**src/rtl/iccm_dumper.sv**
```systemverilog
// ICCM readback: streams word_count words from address 0 MSB-first to a UART TX, then the loader's end marker.
// Two cycles per word before the first byte; each byte waits for tx_active_i low and then for tx_done_i.
module iccm_dumper #(
  parameter int unsigned ADDR_W    = 14,
  parameter logic [31:0] TERM_WORD = 32'h00000fff,
  parameter bit          SEND_TERM = 1'b1
) (
  input  logic              clk_i,
  input  logic              rst_ni,
  input  logic              start_i,
  input  logic [ADDR_W-1:0] word_count_i,
  output logic              req_o,
  output logic [ADDR_W-1:0] addr_o,
  input  logic [31:0]       rdata_i,
  output logic              tx_dv_o,
  output logic [7:0]        tx_byte_o,
  input  logic              tx_active_i,
  input  logic              tx_done_i,
  output logic              busy_o,
  output logic              done_o
);

  typedef enum logic [2:0] {IDLE, RD, CAP, SEND, WTX, TERM, FIN} state_t;

  state_t            state_q, state_d;
  logic [31:0]       word_q, word_d, word_sh;
  logic [1:0]        idx_q, idx_d;
  logic [ADDR_W-1:0] cnt_q, cnt_d, addr_q, addr_d;
  logic              term_q, term_d;
  logic              req_q, req_d, dv_q, dv_d, busy_q, busy_d, done_q, done_d;
  logic [7:0]        byte_q, byte_d;

  // Current byte is always the top byte after shifting out the ones already sent.
  assign word_sh = word_q << {idx_q, 3'b000};

  always_comb begin
    state_d = state_q;
    word_d  = word_q;
    idx_d   = idx_q;
    cnt_d   = cnt_q;
    addr_d  = addr_q;
    term_d  = term_q;
    req_d   = 1'b0;
    dv_d    = 1'b0;
    byte_d  = byte_q;
    unique case (state_q)
      IDLE: begin
        if (start_i) begin
          cnt_d  = word_count_i;
          addr_d = '0;
          term_d = 1'b0;
          if (word_count_i == '0) begin
            state_d = SEND_TERM ? TERM : FIN;
          end else begin
            state_d = RD;
            req_d   = 1'b1;
          end
        end
      end
      RD:   state_d = CAP;
      CAP: begin
        word_d  = rdata_i;
        idx_d   = 2'd0;
        state_d = SEND;
      end
      SEND: begin
        if (!tx_active_i) begin
          dv_d    = 1'b1;
          byte_d  = word_sh[31:24];
          state_d = WTX;
        end
      end
      WTX: begin
        if (tx_done_i) begin
          if (idx_q != 2'd3) begin
            idx_d   = idx_q + 2'd1;
            state_d = SEND;
          end else if (term_q) begin
            state_d = FIN;
          end else if (cnt_q > ADDR_W'(1)) begin
            addr_d  = addr_q + ADDR_W'(1);
            cnt_d   = cnt_q - ADDR_W'(1);
            state_d = RD;
            req_d   = 1'b1;
          end else begin
            state_d = SEND_TERM ? TERM : FIN;
          end
        end
      end
      TERM: begin
        word_d  = TERM_WORD;
        idx_d   = 2'd0;
        term_d  = 1'b1;
        state_d = SEND;
      end
      FIN:     state_d = IDLE;
      default: state_d = IDLE;
    endcase
    busy_d = (state_d != IDLE);
    done_d = (state_q == FIN);
  end

  always_ff @(posedge clk_i or negedge rst_ni) begin
    if (!rst_ni) begin
      state_q <= IDLE;
      word_q  <= '0;
      idx_q   <= '0;
      cnt_q   <= '0;
      addr_q  <= '0;
      term_q  <= 1'b0;
      req_q   <= 1'b0;
      dv_q    <= 1'b0;
      byte_q  <= '0;
      busy_q  <= 1'b0;
      done_q  <= 1'b0;
    end else begin
      state_q <= state_d;
      word_q  <= word_d;
      idx_q   <= idx_d;
      cnt_q   <= cnt_d;
      addr_q  <= addr_d;
      term_q  <= term_d;
      req_q   <= req_d;
      dv_q    <= dv_d;
      byte_q  <= byte_d;
      busy_q  <= busy_d;
      done_q  <= done_d;
    end
  end

  assign req_o     = req_q;
  assign addr_o    = addr_q;
  assign tx_dv_o   = dv_q;
  assign tx_byte_o = byte_q;
  assign busy_o    = busy_q;
  assign done_o    = done_q;

endmodule

```
**config.mk**
```make
export PLATFORM = sky130hd
export DESIGN_NAME = iccm_dumper
export DESIGN_NICKNAME = d
export VERILOG_FILES = /design/src/rtl/iccm_dumper.sv
export SDC_FILE = /design/constraint.sdc
export NUM_CORES = 1
export LEC_CHECK = 0
export BUFFER_PORTS_ARGS = -buffer_cell sky130_fd_sc_hd__buf_4
export CAP_MARGIN = 30
export CORE_UTILIZATION = 40
export DETAILED_ROUTE_END_ITERATION = 8
export GPL_TIMING_DRIVEN = 0
export SYNTH_ARGS = -nofsm -noshare
export SYNTH_HDL_FRONTEND = slang
export SYNTH_SLANG_ARGS = --single-unit
export TNS_END_PERCENT = 30
```
**constraint.sdc**
```tcl
create_clock -name clk_i -period 2.81 [get_ports clk_i]
set_clock_uncertainty 0.05 [all_clocks]
set_input_delay 0.7025 -clock clk_i [delete_from_list [all_inputs] [get_ports clk_i]]
set_output_delay 0.7025 -clock clk_i [all_outputs]
set_load 0.02 [all_outputs]
```
# [Yosys cells after proc, flatten, opt, wreduce, memory -nomap -nowiden]
# Cells that the tools add are included.
[classes] n_addsub=3 magnitude_cmp=1 n_eq_ne=13 shifts=1 mux=35 n_bitwise=1 reduce_logical=12
[op_table] operator="$mux W14" count=10
[op_table] operator="$pmux W32 S2" count=1
[op_table] operator="$pmux W14 S2" count=2
[op_table] operator="$shl A32 B5 Y32" count=1
[op_table] operator="$mux W3" count=7
[op_table] operator="$pmux W3 S5" count=1
[op_table] operator="$add A14 B1 Y14 const B" count=1
[op_table] operator="$gt A14 B1 Y1 const B" count=1
[op_table] operator="$logic_not A14 Y1" count=1
[op_table] operator="$ne A2 B2 Y1 const B" count=7
[op_table] operator="$sub A14 B1 Y14 const B" count=1
[op_table] operator="$eq A3 B3 Y1 const B" count=3
[op_table] operator="$mux W1" count=9
[op_table] operator="$reduce_bool A2 Y1" count=4
[op_table] operator="$eq A3 B2 Y1 const B" count=2
[op_table] operator="$reduce_and A6 Y1" count=1
[op_table] operator="$mux W2" count=2
[op_table] operator="$pmux W1 S2" count=2
[op_table] operator="$pmux W2 S2" count=1
[op_table] operator="$reduce_and A2 Y1" count=2
[op_table] operator="$eq A3 B1 Y1 const B" count=1
[op_table] operator="$logic_not A3 Y1" count=1
[op_table] operator="$reduce_and A3 Y1" count=1
[op_table] operator="$reduce_bool A3 Y1" count=1
[op_table] operator="other kinds (3)" count=3
[word_totals] register_bits=78 inputBits=51 output_inout_bits=26 word_cells=77

# [Logic depth before layout (Yosys ltp)]
# Gate-level depths: netlist of the first run.
[depth] word_depth=7 depth_mapped=9

# [Least setup slack after synthesis of the first run]
# OpenSTA, ideal clock, no wires.
[synth_timing] path_type="input-to-reg" from="in tx_done_i" to="reg addr_q[11] (netlist: addr_o[11])" setup_ps=78 t_arrival_ps=1966 t_required_ps=2682 slack_ps=716 path_stages=6 n_path_buf=1 cell_sequence="and3b_1 -> a21oi_1 -> a21o_2 -> buf_6 -> or4_1 -> a21oi_1"
[synth_via] elab_chain_len=2
[synth_rtl] item="start: declaration" line="18" rtl="input logic tx_done_i,"
[synth_rtl] item="$ne A2 B2 Y1 (no line)"
[synth_rtl] item="$reduce_and A6 Y1 (no line)"
[synth_rtl] item="end signal: assignment" line="121" rtl="addr_q <= addr_d;"
[synth_rtl] item="end: declaration" line="28" rtl="logic [ADDR_W-1:0] cnt_q, cnt_d, addr_q, addr_d;"
# No other way between the ends.
# A chain may end at the register's enable or synchronous reset.

# [Final worst setup path of the first run]
[layout_timing] from="reg cnt_q[0]" to="reg cnt_q[4]"
[layout_via] elab_chain_len=6 word_cells_on_any_way=9 cone_classes="add/sub (1); order compare (1); eq/ne (1); mux (5); reduce/logical (1)"
[layout_rtl] item="start: declaration" line="28"
[layout_rtl] item="start signal: assignment" line="120" rtl="cnt_q <= cnt_d;"
[layout_rtl] item="$sub A14 B1 Y14" line="82" rtl="cnt_d = cnt_q - ADDR_W'(1);"
[layout_rtl] item="$mux W14" line="80" rtl="end else if (cnt_q > ADDR_W'(1)) begin"
[layout_rtl] item="$mux W14" line="78" rtl="end else if (term_q) begin"
[layout_rtl] item="$mux W14" line="75" rtl="if (idx_q != 2'd3) begin"
[layout_rtl] item="$mux W14" line="74" rtl="if (tx_done_i) begin"
[layout_rtl] item="$pmux W14 S2" line="46" rtl="unique case (state_q)"
# Several ways; a longest one is shown, not always the timed one. The select of a mux whose other input is x is not followed.

==> flow_summary.json, run 1 <==
{
  "seq_area_frac_synth_pct": 51.3,
  "h-tree-depth": 3,
  "antenna_left": 0,
  "synth_cell_types": 57,
  "clk_pin_slew_ns": 0.10,
  "maxCapViolations": 0,
  "finalWorstSetupSlack_ns": 0.271,
  "synth.net_count": 417,
  "grt_pass1_vias": 3216,
  "comb_power_share_pct": 39.9,
  "required_ns": 3.01,
  "yosysWarnings": 0,
  "die_h_microns": 99.6,
  "area_growth_pct": 25.3,
  "drt_wl_total_microns": 9660,
  "seq_power_share_pct": 40.9,
  "dp_slack_ns": 0.361,
  "ctsResizeCount": 0,
  "cts_buffers": 9,
  "netlist_instances": 362,
  "crit_chain": "inv_1, ha_1, nor2_1, nor4b_1, a21o_2, buf_6, buf_4, a21oi_1, o21a_1",
  "synth_edf_count": 0,
  "worstReg2RegStart": "cnt_q[0]",
  "drtPass1Iterations": 7,
  "grt.total_usage_pct": 20.8,
  "min_path_type": "in -> async",
  "synthFlopType": "dfrtp_1",
  "grt_max_degree": 43,
  "fmax_ghz": 0.394,
  "rows": 35,
  "status": "finished clean",
  "cts_num_sinks": 78,
  "power_mw": 4.63,
  "synth_most_common_cell": "dfrtp_1",
  "pwr-share-clk_pct": 19.1,
  "crit_fanout": 10,
  "reg2reg_slack_ns": 0.27,
  "setup_viol": 0,
  "grt_first_pass_wirelength_microns": 16000,
  "cts_tree": "built",
  "diodes": 0,
  "die_w_microns": 99.6,
  "synth_top_cell_by_area": "dfrtp_1",
  "coreArea_sq_um": 9240,
  "yosysTopAreaCellShare_pct": 51.3,
  "end_kind": "flip-flop",
  "yosys_register_bits": 78,
  "start_util_pct": 41.2,
  "antenna_found_initial": 0,
  "fillCellCount": 893,
  "max_stage_delay_ns": 0.57,
  "layout-drive-gt1-share_pct": 26.5,
  "final.setup.tns_ns": 0,
  "r2r_end": "cnt_q[4]",
  "rsz0062_at_grt": "false",
  "start_kind": "flip-flop",
  "clk_latency_ns": 0.36,
  "finalCritPeriodShare_pct": 90.4,
  "postCtsSetupRepairBufs": 0,
  "cp_slowest_cell": "nor4b_1",
  "critical_path_class": "reg -> reg",
  "hold_viol_final": 0,
  "final_nets": 506,
  "synth-async-reset-ratio_pct": 100,
  "synth_common_cells": "dfrtp_1, nand2_1, nand3_1",
  "io_buffers": 76,
  "arrival_ns": 2.74,
  "peakVddDrop_mv": 0.375,
  "r2r_cells": 9,
  "dpl.cell_count": 568,
  "switchingPower_mw": 1.78,
  "final-seq-area_sq_um": 1950,
  "routedWlPerCell_microns": 16.5,
  "finalCriticalPeriod_ns": 2.54,
  "slew_violations": 0,
  "vias": 3222,
  "dieArea_sq_um": 9910,
  "leakage_nw": 2.14,
  "p_int_mw": 2.85,
  "hold_buffers": 0,
  "multiInputGateArea_sq_um": 1750,
  "via_per_inst": 5.51,
  "swShare_pct": 38.4,
  "yosys-top-cells-area": "dfrtp_1, a22o_1, mux4_2",
  "tightest_slew_ns": 1.04,
  "route.detailed.drc": 0,
  "syn_area_per_cell_sq_um": 10.5,
  "overflow": 0,
  "cts_buffer_depth": 2,
  "p_per_area_nw_per_um2": 970,
  "finalWeightedCongestion": 0.837,
  "fin_cells": 585,
  "drt-initial-drc-count": 142,
  "netlist_area_sq_um": 3810,
  "root_buffer": "clkbuf_8",
  "ioPinCount": 77,
  "detailed_place_hpwl_microns": 6900,
  "slew_headroom_pct": 30.1
}
[how the worst max path moves through the flow]
stage                     startpoint          to  slack [ns]  cells past startpoint
after floorplan            tx_done_i  addr_o[11]        0.72                      6
after global placement      cnt_q[0]    cnt_q[4]        0.33                      9
after detailed placement    cnt_q[0]    cnt_q[4]        0.36                      9
after CTS                   cnt_q[0]    cnt_q[4]        0.33                      9
after global routing        cnt_q[0]    cnt_q[4]        0.11                      9
final                       cnt_q[0]    cnt_q[4]        0.27                      9
[per-stage QoR]
step / utilization, % / hold slack, ns / instance area, sq um
floorplan: - / 0.357 / 3810
global placement: 49.1 / 0.427 / 4540
detailed placement: 49.3 / 0.429 / 4560
CTS: 51.6 / 0.252 / 4760
global route: 51.6 / 0.267 / 4770
finish: 51.6 / 0.241 / 4770
[cell usage in the layout, fill, tap and decap left out, types with 5 or more instances in the layout]
cell type   n
nand2_1    43
mux2_2      8
nor4_1      7
or4_1       6
mux4_2      8
nor3_1      6
nand3_1    27
dfrtp_1    78
clkbuf_1   13
o22ai_1     5
o21a_1      7
a22o_1     21
a21oi_1    22
or3_1       6
buf_4      80
nor2_1     20
o21ai_1     8
clkbuf_8    9
o31ai_1     6
[registers in the layout, indices dropped and copies added (netlist names)]
signal and flops:
state_q 3, done_o 1, term_q 1, tx_byte_o 8, addr_o 14, req_o 1
word_q 32, idx_q 2, busy_o 1, cnt_q 14, tx_dv_o 1
[power by group through the flow]
stage                     sequential [mW]  clock [mW]  combinational (mW)
after floorplan                      1.93           0                1.21
after global placement               1.90           0                1.82
after detailed placement             1.91           0                1.85
after CTS                            1.89       0.916                1.86
after global routing                 1.96       0.958                2.05
final                                1.89       0.886                1.85
[cells by family after synthesis]
| group | count (synthesis) | synth area share [%] |
|---|---|---|
| muxes | 16 | 7.10 |
| buffers and inverters | 24 | 2.89 |
| DFF | 78 | 51.3 |
| adders and majority gates | 4 | 1.31 |
| AOI/OAI and AO/OA | 94 | 17.3 |
| xor gates and xnor gates | 1 | 0.230 |
| and+or+nand+nor | 145 | 19.9 |
[layout make-up]
cell class | instances | share of cell area (%)
sequential | 78 | 40.9
multi-input combinational | 260 | 36.6
timing repair buffer | 78 | 12.5
tap | 129 | 3.38
clock buffer | 9 | 2.60
buffer | 20 | 1.99
clock inverter | 7 | 1.70
inverter | 4 | 0.315
[per-layer routing]
| metal | track usage [%] | part of all wire (%) | vias up |
|---|---|---|---|
| met3 | 2.95 | 3.5 | 14 |
| met1 | 30.0 | 48 | 1600 |
| met2 | 31.9 | 47 | 64 |
| met4 | 8.03 | 1.5 | 0 |
| li1 | - | - | 1544 |
| met5 | 0 | 0 | - |
[worst max-delay path, delay by kind of cell (launching register included)]
| family | cells | cell delay (ns) |
|---|---|---|
| AO/OA/AOI/OAI | 3 | 0.56 |
| adder cells (fa/ha/maj) | 1 | 0.30 |
| buffers and inverters | 3 | 0.45 |
| flip-flops | 1 | 0.42 |
| AND/OR/NAND/NOR | 2 | 0.66 |
Note: power is estimated with default switching activity, not from simulation.
==> run 2, diff against run 1 <==
clock period = 2.1 ns   (was 2.81 ns; I/O delays follow)
==> run 2 against run 1 <==
  * Setup slack lost 0.23 ns
  * Cell area grew 6.6%
  * Cell count grew 2.1%
==> flow_summary.json, run 2 (same netlist as run 1, synthesis figures left out) <==
{
  "top_register": "word_q",
  "p_per_area_nw_per_um2": 1300,
  "detailed_place_hpwl_microns": 6900,
  "route.detailed.drc": 0,
  "end_kind": "flip-flop",
  "clk_pin_slew_ns": 0.10,
  "finalWorstSetupSlack_ns": 0.0446,
  "largest_reg_flops": 32,
  "start_util_pct": 41.2,
  "hold_viol_final": 0,
  "arrival_ns": 2.26,
  "final-seq-area_sq_um": 1950,
  "ioPinCount": 77,
  "critical_path_class": "reg -> reg",
  "routedWlPerCell_microns": 17.0,
  "dieArea_sq_um": 9910,
  "final_nets": 518,
  "setup_viol": 0,
  "rsz0062_at_grt": "true",
  "slew_headroom_pct": 57.5,
  "peakVddDrop_mv": 0.528,
  "finalCriticalPeriod_ns": 2.06,
  "slew_violations": 0,
  "leakage_nw": 2.27,
  "cts_buffers": 9,
  "grt.total_usage_pct": 21.2,
  "multiInputGateArea_sq_um": 1890,
  "layout_commonest_cell": "buf_4",
  "fillCellCount": 867,
  "rows": 35,
  "status": "finished clean",
  "area_growth_pct": 33.6,
  "die_w_microns": 99.6,
  "cts_num_sinks": 78,
  "min_path_type": "in -> async",
  "grt_util_met1_pct": 30.3,
  "die_h_microns": 99.6,
  "grt.busiest_layer": "met2",
  "grt_util_met2_pct": 32.8,
  "overflow": 0,
  "fmax_ghz": 0.487,
  "dp_slack_ns": -0.349,
  "start_kind": "flip-flop",
  "drt-initial-drc-count": 130,
  "h-tree-depth": 3,
  "clk_latency_ns": 0.36,
  "design_area_sq_um": 5080,
  "tightest_slew_ns": 0.633,
  "cts_buffer_depth": 2,
  "vias": 3305,
  "cts_tree": "built",
  "antenna_left": 0,
  "maxCapViolations": 0,
  "required_ns": 2.30,
  "grt_pass1_vias": 3235,
  "coreArea_sq_um": 9240,
  "grt_first_pass_wirelength_microns": 16200,
  "layout-drive-gt1-share_pct": 34.4,
  "via_per_inst": 5.54,
  "io_buffers": 76,
  "grt_max_degree": 43,
  "drtPass1Iterations": 4,
  "final_cell_mix": "buf_4, dfrtp_1, nand2_1, nand3_1, a22o_1",
  "crit_fanout": 9,
  "finalCritPeriodShare_pct": 97.9,
  "antenna_found_initial": 0,
  "diodes": 0,
  "placed_cell_area_sq_um": 4560,
  "drt_wl_total_microns": 10100,
  "root_buffer": "clkbuf_8",
  "finalWeightedCongestion": 0.837,
  "use_met3_pct": 2.95
}
-- run 2: timing repair --
action	CTS	global route
buffers inserted	4	7
cloned	0	2
setup endpoints to repair	37	68
hold buffers	0	0
pin swaps	3	8
gates resized for setup	13	35
-- run 2: per-stage QoR --
| step | hold slack (ns) | power, mW | std cells | setup TNS [ns] | util, % |
|---|---|---|---|---|---|
| floorplan | 0.179 | 4.20 | 362 | 0 | - |
| global placement | 0.427 | 4.97 | 567 | -7.34 | 49.1 |
| detailed placement | 0.429 | 5.03 | 568 | -6.84 | 49.3 |
| CTS | 0.0748 | 6.36 | 588 | -0.211 | 52.6 |
| global route | 0.0895 | 7.05 | 597 | -2.00 | 55.0 |
| finish | 0.0697 | 6.59 | 597 | 0 | 55.0 |
-- run 2: path summary, 6_finish.rpt --
path,start,to,slack (ns),cells past startpoint
setup reg to reg,state_q[1],addr_o[13],0.04,7
min in group clk_i,rdata_i[5],word_q[5],0.33,3
hold / removal,rst_ni,word_q[21],0.07,1
setup / recovery,state_q[1],addr_o[13],0.04,7
max in group asynchronous,rst_ni,state_q[1],1.31,2
hold reg to reg,word_q[19],word_q[19],0.45,1
-- run 2: worst max-delay path: stages (launching register included) --
cell     delay, ns
dfrtp_2       0.49
nor4b_4       0.34
a21oi_2       0.10
a21o_4        0.22
buf_8         0.15
buf_4         0.14
o31a_1        0.28
o21a_1        0.18
-- run 2: power by group --
part	switching, mW	leakage, nW	internal (mW)
clock network	0.625	0.0944	0.566
registers	0.477	0.982	2.11
logic	1.44	1.19	1.37
-- run 2: final cells by class --
class                      count  area share (%)
buffer                        20            2.46
tap                          129            3.17
clock inverter                 7            1.60
timing repair buffer          90            14.5
inverter                       4           0.295
sequential                    78            38.4
clock buffer                   9            2.44
multi-input combinational    260            37.2
-- run 2: per-layer routing --
metal | vias to the layer above | share of wire [%]
met3 | 12 | 3.3
li1 | 1571 | -
met2 | 80 | 49
met5 | - | 0
met1 | 1642 | 47
met4 | 0 | 1.2
